### src/rtl/if_fetch.sv
// ----------------------------------------------------------------------------
// if_fetch
//
// Instruction-fetch stage feeding the IF/ID pipeline register. Owns the PC,
// keeps at most one request outstanding to instruction memory
// (req/gnt/rvalid), and each cycle presents either one fetched instruction
// with its address or the flush NOP.
//
// Ports
//   clk             system clock, rising edge
//   rst_n           synchronous active-low reset
//   jump_en_i       redirect request
//   jump_addr_i     redirect target (bits [1:0] ignored)
//   pipe_hold_en_i  hold code; any non-zero value stalls the pipeline
//   imem_req_o      fetch request
//   imem_addr_o     fetch address (current PC)
//   imem_gnt_i      request accepted when imem_req_o & imem_gnt_i
//   imem_rvalid_i   response valid
//   imem_rdata_i    response instruction word
//   inst_o          instruction to IF/ID
//   inst_addr_o     address of inst_o
//   inst_valid_o    inst_o is a real fetched instruction
//
// States
//   state  | meaning
//   S_REQ  | issuing (or retrying) a request at pc
//   S_WAIT | request accepted, waiting for rvalid
//   S_HOLD | response captured in buf_inst while the pipeline is stalled
// ----------------------------------------------------------------------------
module if_fetch #(
    parameter logic [63:0] RESET_PC = 64'h0000_0000_8000_0000,
    parameter logic [31:0] NOP_INST = 32'h0000_0001
) (
    input  logic        clk,
    input  logic        rst_n,
    input  logic        jump_en_i,
    input  logic [63:0] jump_addr_i,
    input  logic [2:0]  pipe_hold_en_i,
    output logic        imem_req_o,
    output logic [63:0] imem_addr_o,
    input  logic        imem_gnt_i,
    input  logic        imem_rvalid_i,
    input  logic [31:0] imem_rdata_i,
    output logic [31:0] inst_o,
    output logic [63:0] inst_addr_o,
    output logic        inst_valid_o
);

    typedef enum logic [1:0] {
        S_REQ  = 2'd0,
        S_WAIT = 2'd1,
        S_HOLD = 2'd2
    } state_t;

    state_t      state, state_nxt;
    logic [63:0] pc, pc_nxt;
    logic [63:0] fetch_addr, fetch_addr_nxt;
    logic [31:0] buf_inst, buf_inst_nxt;
    logic        kill, kill_nxt;

    logic        stall;
    logic [63:0] jump_tgt;
    logic [63:0] pc_inc;
    logic        unused_jump_lsb;

    assign stall           = (pipe_hold_en_i != 3'b000);
    assign jump_tgt        = {jump_addr_i[63:2], 2'b00};
    assign pc_inc          = pc + 64'd4;
    assign unused_jump_lsb = ^jump_addr_i[1:0];

    always_ff @(posedge clk) begin
        if (!rst_n) begin
            state      <= S_REQ;
            pc         <= RESET_PC;
            fetch_addr <= 64'd0;
            buf_inst   <= NOP_INST;
            kill       <= 1'b0;
        end else begin
            state      <= state_nxt;
            pc         <= pc_nxt;
            fetch_addr <= fetch_addr_nxt;
            buf_inst   <= buf_inst_nxt;
            kill       <= kill_nxt;
        end
    end

    always_comb begin
        state_nxt      = state;
        pc_nxt         = pc;
        fetch_addr_nxt = fetch_addr;
        buf_inst_nxt   = buf_inst;
        kill_nxt       = kill;

        imem_req_o     = 1'b0;
        imem_addr_o    = pc;
        inst_o         = NOP_INST;
        inst_addr_o    = 64'd0;
        inst_valid_o   = 1'b0;

        case (state)
            S_REQ: begin
                // A late rvalid left over from before a reset lands here and
                // is ignored by construction.
                imem_req_o = !stall && !jump_en_i;
                if (jump_en_i) begin
                    pc_nxt = jump_tgt;
                end else if (imem_req_o && imem_gnt_i) begin
                    fetch_addr_nxt = pc;
                    pc_nxt         = pc_inc;
                    state_nxt      = S_WAIT;
                end
            end

            S_WAIT: begin
                if (imem_rvalid_i) begin
                    if (kill || jump_en_i) begin
                        // Word belongs to an abandoned path.
                        if (jump_en_i) begin
                            pc_nxt = jump_tgt;
                        end
                        kill_nxt  = 1'b0;
                        state_nxt = S_REQ;
                    end else if (!stall) begin
                        inst_o       = imem_rdata_i;
                        inst_addr_o  = fetch_addr;
                        inst_valid_o = 1'b1;
                        state_nxt    = S_REQ;
                    end else begin
                        buf_inst_nxt = imem_rdata_i;
                        state_nxt    = S_HOLD;
                    end
                end else if (jump_en_i) begin
                    // Response still in flight: remember to drop it.
                    pc_nxt   = jump_tgt;
                    kill_nxt = 1'b1;
                end
            end

            S_HOLD: begin
                if (jump_en_i) begin
                    pc_nxt    = jump_tgt;
                    state_nxt = S_REQ;
                end else if (!stall) begin
                    inst_o       = buf_inst;
                    inst_addr_o  = fetch_addr;
                    inst_valid_o = 1'b1;
                    state_nxt    = S_REQ;
                end
            end

            default: begin
                state_nxt = S_REQ;
            end
        endcase

        if (!rst_n) begin
            imem_req_o   = 1'b0;
            inst_o       = NOP_INST;
            inst_addr_o  = 64'd0;
            inst_valid_o = 1'b0;
        end
    end

endmodule

### config.mk
export PLATFORM = sky130hd
export DESIGN_NAME = if_fetch
export DESIGN_NICKNAME = d
export VERILOG_FILES = /design/src/rtl/if_fetch.sv
export SDC_FILE = /design/constraint.sdc
export NUM_CORES = 1
export LEC_CHECK = 0
export ABC_CLOCK_PERIOD_IN_PS = 5300
export BUFFER_PORTS_ARGS = -buffer_cell sky130_fd_sc_hd__buf_2
export CAP_MARGIN = 20
export CORE_MARGIN = 5
export CORE_UTILIZATION = 35
export DETAILED_ROUTE_END_ITERATION = 8
export PLACE_DENSITY = 0.61
export SLEW_MARGIN = 20
export SYNTH_ARGS = -nofsm -noshare
export SYNTH_HDL_FRONTEND = slang
export SYNTH_SLANG_ARGS = --single-unit
### constraint.sdc
create_clock -name clk -period 5.3 [get_ports clk]
set_input_delay 0.53 -clock clk [delete_from_list [all_inputs] [get_ports clk]]
set_output_delay 0.53 -clock clk [all_outputs]
set_load 0.03 [all_outputs]
=== Word level (Yosys, flattened, before mapping) ===
Cells that the tools add are included.

* Add/subtract/negate cells: 1
* Bitwise operators: 2
* Eq/ne operators: 9
* Mux-type cells: 38
* Reductions and logical operators: 14

{| class="wikitable"
|+ Operator list
! operator !! count
|-
| two-way mux 64 bit || 10
|-
| two-way mux 32 bit || 6
|-
| one-hot mux 64 bit (3 select lines) || 1
|-
| one-hot mux 64 bit (2 select lines) || 1
|-
| adder 64 x 3 -> 64 bit (second input constant) || 1
|-
| one-hot mux 32 bit (2 select lines) || 1
|-
| two-way mux 2 bit || 7
|-
| two-way mux 1 bit || 10
|-
| != test 3 bit (second input constant) || 3
|-
| AND reduction 3 bit || 3
|-
| AND reduction 4 bit || 2
|-
| != test 2 bit (second input constant) || 3
|-
| one-hot mux 2 bit (3 select lines) || 1
|-
| nonzero test 3 bit || 2
|-
| == test 2 x 1 -> 1 bit (second input constant) || 1
|-
| == test 2 bit (second input constant) || 1
|-
| logical AND 1 bit || 2
|-
| zero test 1 bit || 2
|-
| zero test 2 bit || 1
|-
| != test 2 x 1 -> 1 bit (second input constant) || 1
|-
| NOT 1 bit || 2
|-
| one-hot mux 1 bit (2 select lines) || 1
|-
| nonzero test 2 bit || 1
|-
| logical OR 1 bit || 1
|}

* Logic and storage cells: 69
* Register bits after elaboration: 163

=== Longest topological paths before layout ===
Gate-level depths: netlist of run 1.

* Word-level depth: 7
* Gate-level depth with buffers: 11
* Mapped depth without buffers: 8

=== Least setup slack after synthesis of run 1 ===
OpenSTA, ideal clock, no wires.

* Kind: input port to output port
* From: input pipe_hold_en_i[1]
* To: output inst_addr_o[54]
* Buffers on the path: 3
* Data arrival time: 2.431 ns
* Stages on the path: 9
* Slack: 2.339 ns
* Cells stage by stage: or3_1 clkbuf_1 nor2_1 and2_1 buf_2 nor2_1 nor2_1 buf_2 and2_1

* Word-level cells in the longest chain between the ends: 6

{| class="wikitable"
|+ Ends and longest elaborated chain
! item !! line !! text
|-
| start: declaration || 38 || <nowiki>input logic [2:0] pipe_hold_en_i,</nowiki>
|-
| nonzero test 3 bit * || 66 || <nowiki>assign stall = (pipe_hold_en_i != 3'b000);</nowiki>
|-
| two-way mux 64 bit * || 123, 143 ||
|-
| two-way mux 64 bit || 116 || <nowiki>if (kill || jump_en_i) begin</nowiki>
|-
| two-way mux 64 bit || 115 || <nowiki>if (imem_rvalid_i) begin</nowiki>
|-
| one-hot mux 64 bit (2 select lines) * || 100 || <nowiki>case (state)</nowiki>
|-
| two-way mux 64 bit * || 156 || <nowiki>if (!rst_n) begin</nowiki>
|-
| end: declaration || 45 || <nowiki>output logic [63:0] inst_addr_o,</nowiki>
|}

Every way passes the cells marked *; elsewhere a longest branch is shown, timed or not.

=== Worst setup path in the final report of run 1 ===
* From: input pipe_hold_en_i[1]
* To: output inst_addr_o[37]

The elaborated chain is that of the path after synthesis.

==> impl_metrics.json, run 1 <==
{
  "total_grt_usage_pct": 21.4,
  "placed_cells": 1673,
  "hold_violation_count_in_the_final_report": 0,
  "timing.final.crit_period_ns": 3.90,
  "grt_first_pass_wirelength_mm": 46.6,
  "timing.critical_path.slowest_cell_delay_ns": 0.51,
  "post_synth_num_cell_types": 74,
  "post-cts-setup-buffers": 0,
  "io_buffer_count": 259,
  "postcts_resize_cnt": 0,
  "place.detailed.hpwl_mm": 20.8,
  "layout.filler_cells": 2556,
  "cts.root.buffer_cell": "sky130_fd_sc_hd__clkbuf_16",
  "critical_path.endpoint_type": "primary output",
  "critPathTopFamily": "simple AND/OR/NAND/NOR gates",
  "synth_simple_gate_area_share_pct": 34.0,
  "route.detailed.vias_per_inst": 5.42,
  "total_placed_instance_area_mm2": 0.00993,
  "yosys_most_used_dff": "sky130_fd_sc_hd__dfxtp_1",
  "worst_path_max_delay_cell": "sky130_fd_sc_hd__or3_1",
  "crit_path_cell_trace": "buf_2 > or3_1 > nor2_1 > and2_1 > buf_4 > nor2_1 > nor2_4 > buf_4 > and2_1 > buf_2",
  "first_global_vias": 8280,
  "remaining_number_of_nets_flagged_by_the_antenna_check_after_routing": 0,
  "fmaxAchievable_mhz": 256,
  "clock_tree.htree_level_count": 4,
  "fin_nets": 1476,
  "synth-async-reset-ratio_pct": 0,
  "dieArea_mm2": 0.0274,
  "die_height_um": 166,
  "clk_latency_ns": 0.43,
  "route.vias.total": 9260,
  "area.growth.synth_to_final_pct": 24.7,
  "clock_tree.buffer_depth": 2,
  "drt_first_pass_iters": 6,
  "fp.coreArea_mm2": 0.0240,
  "synth-edff-count": 0,
  "layoutNonFillerInstCount": 1708,
  "timing.critical_path.arrival_ns": 3.37,
  "routabilityCongestion": 0.811,
  "fin_area_mm2": 0.0106,
  "dr.first_iter.drc_count": 860,
  "synth_compound_area_share_pct": 21.9,
  "grt.overflow.total": 0,
  "netlist_area_mm2": 0.00847,
  "worst_pin_slew_ns": 1.10,
  "outcome": "complete, no violations",
  "regArea_mm2": 0.00318,
  "totalWireLength_mm": 30.5,
  "hold_class": "input port to register",
  "grt_setup_unrepaired": "no",
  "drt_drc_violations_left": 0,
  "criticalPathCategory": "input port to primary output",
  "synth.avg_cell_area_um2": 7.25,
  "syn_inst": 1167,
  "number_of_antenna_violations_at_the_first_check_in_global_routing": 5,
  "timing.max_cap.violations": 0,
  "timing.slew.headroom_pct": 26.7,
  "path_clk_slew_ns": 0.07,
  "cp.buffers_inverters": 4,
  "ys_seq_elements": 159,
  "cts_hold_buffers": 0,
  "start_kind": "input port",
  "total_leakage_power_nw": 4.21,
  "rows": 57,
  "synth_sequential_area_ratio_pct": 37.6,
  "synth_xor_area_share_pct": 0,
  "cts_inserted_buffers": 17,
  "layout-drive-gt1-share_pct": 24.7,
  "synth_fa_ha_area_share_pct": 0.591,
  "cts_tree": "done",
  "floorplan.die.width_um": 166,
  "irDropWorstVdd_v": 0.000169,
  "post_synth_mux_area_share_pct": 0.251,
  "grt_max_degree": 94,
  "final.setup.tns_ns": 0,
  "timing.final.max_slew_violations": 0,
  "largest_family_of_logic_cells_by_synthesized_area": "simple AND/OR/NAND/NOR gates",
  "pwr_density_cell_mw_per_mm2": 279,
  "clock-sinks": 159,
  "multi_input_comb_area_mm2": 0.00486,
  "finalCritPeriodShare_pct": 73.6,
  "route.detailed.wl_per_inst_um": 17.9,
  "ioPinCount": 266,
  "floorplan.initialDensity_pct": 35.2,
  "finalSetupViolations": 0,
  "worst-endpoint-required_ns": 4.77,
  "yosysWarningCount": 0,
  "worstPathMaxFanout": 33,
  "clock-skew-final_ns": 0.0119
}
[where the power goes]
group	total [mW]	leakage, nW	internal, mW	switching (mW)
sequential	1.30	1.29	1.23	0.0710
clock	1.31	0.300	0.722	0.588
combinational	0.334	2.62	0.111	0.223
[tightest hold or removal path: stages]
cell and delay [ns]:
sky130_fd_sc_hd__buf_2 0.09, sky130_fd_sc_hd__nand2_1 0.04, sky130_fd_sc_hd__nand3_1 0.07
[cell type report]
type                       count  share of cell area (%)
clock buffer                  17                    4.03
clock inverter                15                    1.80
antenna                        3                  0.0711
sequential                   159                    30.2
tap                          324                    3.84
inverter                      11                   0.462
timing repair buffer         275                    13.6
multi-input combinational    904                    46.0
[registers in the layout, summed over array words and instances, names as in the netlist]
| name | count |
|---|---|
| state | 2 |
| kill | 1 |
| imem_addr_o | 62 |
| buf_inst | 32 |
| fetch_addr | 62 |
[path summary, 6_finish.rpt]
path | startpoint | slack (ns) | depth (start not counted) | end
worst max-delay path | pipe_hold_en_i[1] | 1.40 | 10 | inst_addr_o[37]
worst min-delay path | imem_rdata_i[0] | 0.35 | 3 | buf_inst[0]$_SDFFE_PN1P_
worst max register to register | state[1]$_SDFFE_PN0P_ | 2.33 | 9 | imem_addr_o[29]$_SDFFE_PN0P_
worst min register to register | fetch_addr[33]$_SDFFE_PN0P_ | 0.45 | 2 | fetch_addr[33]$_SDFFE_PN0P_
[per-stage QoR]
stage | setup slack, ns | utilization, % | total power, mW | hold slack, ns
after detailed placement | 1.34 | 41.3 | 1.66 | 0.443
after CTS | 1.33 | 43.9 | 2.98 | 0.307
after global placement | 1.43 | 41.2 | 1.66 | 0.439
after floorplan | 2.34 | - | 1.52 | 0.432
after global routing | 1.11 | 43.9 | 3.06 | 0.339
final | 1.40 | 43.9 | 2.95 | 0.346
[layer usage]
metal	vias to the layer above	track usage, %	part of all wire (%)
li1	4495	-	-
met1	4368	29.0	44
met2	361	34.2	46
met3	32	5.04	8.4
met4	4	5.66	1.5
met5	-	0	0.095
[logic make-up after synthesis]
kind of cell | after synthesis
and+or+nand+nor | 592
AOI/OAI and AO/OA | 302
DFF | 159
buffers and inverters | 107
adders and majority gates | 4
muxes | 2
other | 1
[layout by cell type, fill, tap and decap left out, types with 9 or more instances in the layout]
master	instances
sky130_fd_sc_hd__inv_1	9
sky130_fd_sc_hd__or3_1	10
sky130_fd_sc_hd__o211ai_1	12
sky130_fd_sc_hd__a22oi_1	40
sky130_fd_sc_hd__and2_1	68
sky130_fd_sc_hd__a31oi_1	15
sky130_fd_sc_hd__buf_2	259
sky130_fd_sc_hd__buf_4	15
sky130_fd_sc_hd__and3_1	19
sky130_fd_sc_hd__nand3_1	36
sky130_fd_sc_hd__clkbuf_16	17
sky130_fd_sc_hd__nor2_1	88
sky130_fd_sc_hd__a21oi_1	147
sky130_fd_sc_hd__nand2_1	270
sky130_fd_sc_hd__nor4_1	12
sky130_fd_sc_hd__o21ai_0	29
sky130_fd_sc_hd__dfxtp_1	159
sky130_fd_sc_hd__nand4_1	20
sky130_fd_sc_hd__nor3_1	22
[cells in the mapped netlist (all sizes together), types with 2 or more instances]
cell | count | area [um2]
nand3b | 2 | 15.0
or2 | 2 | 12.5
dfxtp | 159 | 3180
or3 | 11 | 68.8
o211a | 2 | 20.0
a221oi | 2 | 17.5
buf | 26 | 160
nand4 | 22 | 159
nor2b | 2 | 12.5
a31oi | 15 | 93.8
a21oi | 147 | 736
o221ai | 3 | 26.3
o31a | 8 | 70.1
o221a | 3 | 33.8
nor4 | 14 | 93.8
nand2b | 2 | 12.5
nor4b | 4 | 65.1
a22o | 3 | 26.3
o211ai | 12 | 90.1
nor2 | 91 | 349
a22oi | 40 | 300
o31ai | 7 | 52.6
and2 | 69 | 433
nand2 | 272 | 1030
o22ai | 8 | 50.1
or4 | 8 | 60.1
and4 | 4 | 42.5
nand3 | 39 | 213
and3 | 23 | 151
a311oi | 4 | 35.0
clkbuf | 68 | 255
a21o | 7 | 52.6
ha | 4 | 50.1
nor3 | 24 | 130
o21ai | 29 | 145
inv | 11 | 46.3
a211oi | 3 | 22.5
(Power assumes the default switching activity.)
==> run 2, diff against run 1 <==
--- a/config.mk
+++ b/config.mk
@@ -5,13 +5,14 @@
 export SDC_FILE = /design/constraint.sdc
 export NUM_CORES = 1
 export LEC_CHECK = 0
-export ABC_CLOCK_PERIOD_IN_PS = 5300
+export ABC_AREA = 1
+export ABC_CLOCK_PERIOD_IN_PS = 3800
 export BUFFER_PORTS_ARGS = -buffer_cell sky130_fd_sc_hd__buf_2
 export CAP_MARGIN = 20
 export CORE_MARGIN = 5
 export CORE_UTILIZATION = 35
 export DETAILED_ROUTE_END_ITERATION = 8
-export PLACE_DENSITY = 0.61
+export PLACE_DENSITY = 0.6
 export SLEW_MARGIN = 20
 export SYNTH_ARGS = -nofsm -noshare
 export SYNTH_HDL_FRONTEND = slang
==> constraint.sdc (replaced) <==
create_clock -name clk -period 3.8 [get_ports clk]
set_input_delay 0.38 -clock clk [delete_from_list [all_inputs] [get_ports clk]]
set_output_delay 0.38 -clock clk [all_outputs]
set_load 0.03 [all_outputs]
==> impl_metrics.json, run 2 <==
{
  "cts.root.buffer_cell": "sky130_fd_sc_hd__clkbuf_16",
  "finalCritPeriodShare_pct": 87.8,
  "total_placed_instance_area_mm2": 0.0108,
  "dieArea_mm2": 0.0303,
  "clock-sinks": 159,
  "hold_class": "input port to register",
  "drt_first_pass_iters": 7,
  "dr.first_iter.drc_count": 586,
  "timing.final.max_slew_violations": 0,
  "criticalPathCategory": "register to primary output",
  "timing.max_cap.violations": 0,
  "place.detailed.hpwl_mm": 25.2,
  "synth-async-reset-ratio_pct": 0,
  "cp.buffers_inverters": 5,
  "route.detailed.vias_per_inst": 4.97,
  "floorplan.die.width_um": 174,
  "netlist_area_mm2": 0.00943,
  "synth.most_common_cell": "sky130_fd_sc_hd__nand2_1",
  "post_synth_num_cell_types": 36,
  "remaining_number_of_nets_flagged_by_the_antenna_check_after_routing": 0,
  "timing.final.crit_period_ns": 3.34,
  "cts_tree": "done",
  "timing.slew.headroom_pct": 41.7,
  "grt.overflow.total": 0,
  "route.detailed.wl_per_inst_um": 15.9,
  "hold_violation_count_in_the_final_report": 0,
  "postcts_resize_cnt": 0,
  "outcome": "complete, no violations",
  "ioPinCount": 266,
  "fin_area_mm2": 0.0115,
  "post-cts-setup-buffers": 0,
  "worst_path_max_delay_cell": "sky130_fd_sc_hd__clkinv_2",
  "first_global_vias": 10200,
  "yosys_most_used_dff": "sky130_fd_sc_hd__dfxtp_1",
  "critPathTopFamily": "buffers and inverters",
  "layout.filler_cells": 2942,
  "path_clk_slew_ns": 0.08,
  "routabilityCongestion": 0.935,
  "netlist_top_cells_count": "359 x sky130_fd_sc_hd__nand2_1, 336 x sky130_fd_sc_hd__nor2_1, 170 x sky130_fd_sc_hd__a21oi_1",
  "synth.avg_cell_area_um2": 6.03,
  "yosysWarningCount": 0,
  "grt_setup_unrepaired": "no",
  "totalWireLength_mm": 33.9,
  "yosys.area.top_type_share_pct": 33.8,
  "final_cell_mix": "359 x sky130_fd_sc_hd__nand2_1, 334 x sky130_fd_sc_hd__nor2_1, 258 x sky130_fd_sc_hd__buf_2, 170 x sky130_fd_sc_hd__a21oi_1, 159 x sky130_fd_sc_hd__dfxtp_1",
  "finalSetupViolations": 0,
  "fin_nets": 1880,
  "post-synth-top-area-cell": "sky130_fd_sc_hd__dfxtp_1",
  "ys_seq_elements": 159,
  "synthTopCellsByArea": "sky130_fd_sc_hd__dfxtp_1 34%, sky130_fd_sc_hd__nand2_1 14%, sky130_fd_sc_hd__nor2_1 13%",
  "total_leakage_power_nw": 5.00,
  "critical_path.endpoint_type": "primary output",
  "io_buffer_count": 259,
  "dpl_worst_slack_ns": 1.25,
  "syn_inst": 1563,
  "synth-edff-count": 0,
  "pwr_density_cell_mw_per_mm2": 387,
  "die_height_um": 174,
  "cts_inserted_buffers": 17,
  "worst_pin_slew_ns": 0.874,
  "total_power_mw": 4.43,
  "clock_tree.buffer_depth": 2,
  "layout-drive-gt1-share_pct": 19.5,
  "final.setup.tns_ns": 0,
  "fp.coreArea_mm2": 0.0267,
  "drt_drc_violations_left": 0,
  "cts_hold_buffers": 0,
  "grt_max_degree": 90,
  "total_grt_usage_pct": 22.0,
  "crit_path_cell_trace": "inv_1 > ha_1 > nand2_1 > nor2_1 > inv_2 > nor2_2 > inv_2 > a21oi_2 > clkinv_2 > nor2_1 > buf_2",
  "finish.utilization_pct": 42.9,
  "clk_latency_ns": 0.44,
  "number_of_antenna_violations_at_the_first_check_in_global_routing": 8,
  "area.growth.synth_to_final_pct": 21.5,
  "clock-skew-final_ns": 0.00865,
  "route.vias.total": 10600,
  "layout.cells.most_common": "sky130_fd_sc_hd__nand2_1",
  "worstPathMaxFanout": 62,
  "fmaxAchievable_mhz": 300,
  "grt_first_pass_wirelength_mm": 54.3,
  "timing.critical_path.slowest_cell_delay_ns": 0.66,
  "irDropWorstVdd_v": 0.000234,
  "worst-endpoint-required_ns": 3.42,
  "synth_sequential_area_ratio_pct": 33.8,
  "start_kind": "register",
  "clock_tree.htree_level_count": 4,
  "finalWorstSetupSlack_ns": 0.464,
  "timing.critical_path.arrival_ns": 2.96,
  "rows": 60,
  "floorplan.initialDensity_pct": 35.3
}
-- run 2: cell types whose count changed after synthesis, sizes merged, moves of 18 or more --
cell    change
a21oi      +27
a22oi      -40
and2       -69
and3       -23
buf        +18
clkbuf     -30
inv       +147
nand2      +97
nand3      +33
nor2      +261
o21ai     +115
-- run 2: worst paths after layout --
kind                               startpoint                      endpoint  slack (ns)  cells past startpoint
hold / removal               imem_rdata_i[10]     buf_inst[10]$_SDFFE_PN0P_        0.18                      3
hold reg to reg   fetch_addr[38]$_SDFFE_PN0P_   fetch_addr[38]$_SDFFE_PN0P_        0.46                      2
setup reg to reg  imem_addr_o[2]$_SDFFE_PN0P_  imem_addr_o[60]$_SDFFE_PN0P_        1.38                     10
setup / recovery        state[1]$_SDFFE_PN0P_               inst_addr_o[45]        0.46                     11
-- run 2: cell type report --
type | count | area, um2 | share of cell area [%]
clock inverter | 15 | 191 | 1.67
sequential | 159 | 3180 | 27.8
timing repair buffer | 269 | 1380 | 12.1
clock buffer | 17 | 425 | 3.71
inverter | 160 | 606 | 5.29
multi-input combinational | 1165 | 5240 | 45.7
antenna | 2 | 5.00 | 0.0437
tap | 341 | 427 | 3.73
-- run 2: kinds of logic (layout without fill, tap and decap cells) --
kind of cell | after synthesis | count (layout) | synth area share, %
AND/OR/NAND/NOR | 816 | 816 | 35.7
buffers and inverters | 242 | 461 | 11.0
AO/OA/AOI/OAI | 327 | 327 | 17.7
adder cells (fa/ha/maj) | 4 | 4 | 0.531
multiplexers | 1 | 1 | 0.106
flip-flops | 159 | 159 | 33.8
other | 1 | 6 | 0.0398
XOR/XNOR | 13 | 13 | 1.21
-- run 2: tightest hold or removal path, delay by kind of cell --
| kind | cells | cell delay, ns |
|---|---|---|
| buf+inv | 1 | 0.09 |
| simple gates | 2 | 0.12 |
-- run 2: power breakdown --
part / total [mW] / switching (mW) / leakage, nW / internal (mW)
Combinational: 0.719 / 0.498 / 3.41 / 0.221
Clock: 1.83 / 0.820 / 0.297 / 1.01
Sequential: 1.89 / 0.136 / 1.29 / 1.75
Total: 4.43 / 1.45 / 5.00 / 2.98
-- run 2: metrics by stage --
stage | hold slack [ns] | std cells
floorplan | 0.424 | 1566
global placement | 0.442 | 2093
detailed placement | 0.448 | 2093
CTS | 0.163 | 2125
global route | 0.168 | 2128
finish | 0.175 | 2128
-- run 2: metal layers --
layer	global-route usage (%)	vias up	wire (um)
li1	-	5363	-
met1	26.6	4814	14500
met2	37.4	319	15900
met3	6.18	63	2440
met4	7.72	12	954
met5	0	-	79
==> run 3, diff against run 2 <==
--- a/config.mk
+++ b/config.mk
@@ -7,7 +7,7 @@
 export LEC_CHECK = 0
 export ABC_AREA = 1
 export ABC_CLOCK_PERIOD_IN_PS = 3800
-export BUFFER_PORTS_ARGS = -buffer_cell sky130_fd_sc_hd__buf_2
+export BUFFER_PORTS_ARGS = -buffer_cell sky130_fd_sc_hd__buf_4
 export CAP_MARGIN = 20
 export CORE_MARGIN = 5
 export CORE_UTILIZATION = 35
==> impl_metrics.json, run 3 (synthesized netlist as in run 2, its figures left out) <==
{
  "outcome": "complete, no violations",
  "route.detailed.wl_per_inst_um": 16.3,
  "io_buffer_count": 259,
  "criticalPathCategory": "register to primary output",
  "fp.coreArea_mm2": 0.0267,
  "route.vias.total": 10500,
  "worst-endpoint-required_ns": 3.42,
  "total_power_mw": 4.40,
  "cts_inserted_buffers": 17,
  "grt.overflow.total": 0,
  "total_leakage_power_nw": 5.06,
  "timing.critical_path.arrival_ns": 2.52,
  "layout.cells.most_common": "sky130_fd_sc_hd__nand2_1",
  "remaining_number_of_nets_flagged_by_the_antenna_check_after_routing": 0,
  "clock_tree.buffer_depth": 2,
  "layout.filler_cells": 2941,
  "final_cell_mix": "359 x sky130_fd_sc_hd__nand2_1, 334 x sky130_fd_sc_hd__nor2_1, 268 x sky130_fd_sc_hd__buf_4, 170 x sky130_fd_sc_hd__a21oi_1, 159 x sky130_fd_sc_hd__dfxtp_1",
  "dieArea_mm2": 0.0303,
  "first_global_vias": 9993,
  "routabilityCongestion": 0.930,
  "terminating_pin_of_the_worst_hold_path": "buf_inst[17]$_SDFFE_PN0P_",
  "floorplan.die.width_um": 174,
  "finish.utilization_pct": 45.0,
  "timing.hold.worst_path_depth": 3,
  "pwr_density_cell_mw_per_mm2": 365,
  "timing.final.max_slew_violations": 0,
  "fmaxAchievable_mhz": 345,
  "clock_tree.htree_level_count": 4,
  "rows": 60,
  "fin_nets": 1879,
  "reg2reg_from": "imem_addr_o[2]$_SDFFE_PN0P_",
  "grt_first_pass_wirelength_mm": 54.4,
  "layout-drive-gt1-share_pct": 19.3,
  "timing.max_cap.violations": 0,
  "irDropWorstVdd_v": 0.000284,
  "worst_pin_slew_ns": 1.06,
  "hold_path_startpoint": "imem_rdata_i[17]",
  "clock-skew-final_ns": 0.0124,
  "place.detailed.hpwl_mm": 25.6,
  "reg2reg_slack_ns": 1.45,
  "clk_latency_ns": 0.44,
  "total_grt_usage_pct": 22.3,
  "ioPinCount": 266,
  "worst_r2r_path_cells": 10,
  "worstPathMaxFanout": 62,
  "multi_input_comb_area_mm2": 0.00524,
  "finalSetupViolations": 0,
  "totalWireLength_mm": 34.6,
  "route.detailed.vias_per_inst": 4.96,
  "timing.final.crit_period_ns": 2.90,
  "grt_setup_unrepaired": "no",
  "cts_hold_buffers": 0,
  "cts.root.buffer_cell": "sky130_fd_sc_hd__clkbuf_16",
  "clock-sinks": 159,
  "number_of_antenna_violations_at_the_first_check_in_global_routing": 0,
  "dr.first_iter.drc_count": 615,
  "path_clk_slew_ns": 0.07,
  "die_height_um": 174,
  "hold_class": "input port to register",
  "final.setup.tns_ns": 0,
  "regArea_mm2": 0.00318,
  "finalCritPeriodShare_pct": 76.3,
  "cts_tree": "done",
  "area.growth.synth_to_final_pct": 27.7,
  "worstReg2RegEnd": "imem_addr_o[60]$_SDFFE_PN0P_",
  "hold_violation_count_in_the_final_report": 0,
  "start_kind": "register",
  "antenna_diode_count": 0,
  "drt_first_pass_iters": 5,
  "grt_max_degree": 91,
  "drt_drc_violations_left": 0,
  "floorplan.initialDensity_pct": 35.3,
  "critical_path.endpoint_type": "primary output",
  "timing.slew.headroom_pct": 29.1
}
run 3: changes by cell type in the layout (fill, tap and decap cells not counted), sizes merged:
cell,delta
clkbuf,+2
clkinv,+3
buf,-1
inv,-5
diode,-2
run 3: what timing repair did:
item | CTS | global route
setup endpoints to repair | 0 | 1
buffers inserted | 0 | 0
resized for setup | 0 | 1
run 3: per-layer routing:
layer	part of all wire [%]	global-route usage, %
met1	42	27.1
met2	47	37.2
met3	7.3	6.68
met4	3.3	8.61
met5	0	0
run 3: report_power, final:
| part | leakage [nW] | switching [mW] | internal (mW) |
|---|---|---|---|
| Combinational | 3.49 | 0.497 | 0.285 |
| Sequential | 1.29 | 0.141 | 1.75 |
| Clock | 0.277 | 0.752 | 0.969 |
| Total | 5.06 | 1.39 | 3.01 |
run 3: how the worst max path moves through the flow:
stage,start,endpoint,slack [ns],cells after the start
global placement,pipe_hold_en_i[1],inst_addr_o[48],0.96,10
floorplan,state[1]$_SDFFE_PN0P_,inst_addr_o[10],1.29,11
detailed placement,pipe_hold_en_i[1],inst_addr_o[26],0.89,10
finish,state[0]$_SDFFE_PN0P_,inst_addr_o[26],0.90,10
global route,state[0]$_SDFFE_PN0P_,inst_addr_o[45],0.67,10
CTS,state[0]$_SDFFE_PN0P_,inst_addr_o[2],0.57,10
run 3: layout make-up:
class,instances,area share [%]
multi-input cells,1165,43.5
flip-flops and latches,159,26.5
repair buffers,268,16.7
inverters,160,5.03
clock buffers,19,3.60
well taps,341,3.55
clock inverters,13,1.15
run 3: critical path, cell delays in order (launching register included):
cell	delay, ns
sky130_fd_sc_hd__dfxtp_1	0.33
sky130_fd_sc_hd__inv_1	0.08
sky130_fd_sc_hd__ha_1	0.16
sky130_fd_sc_hd__nand2_1	0.08
sky130_fd_sc_hd__nor2_2	0.10
sky130_fd_sc_hd__buf_4	0.33
sky130_fd_sc_hd__inv_1	0.09
sky130_fd_sc_hd__a21oi_2	0.22
sky130_fd_sc_hd__inv_4	0.26
sky130_fd_sc_hd__nor2_1	0.20
sky130_fd_sc_hd__buf_4	0.18
run 3: per-stage QoR:
stage | area, um2 | hold WS [ns] | worst slack [ns] | std cells
after floorplan | 9440 | 0.424 | 1.29 | 1566
after global placement | 11500 | 0.439 | 0.963 | 2093
after detailed placement | 11500 | 0.441 | 0.889 | 2093
after CTS | 12000 | 0.153 | 0.573 | 2125
after global routing | 12000 | 0.163 | 0.669 | 2125
final | 12000 | 0.166 | 0.900 | 2125
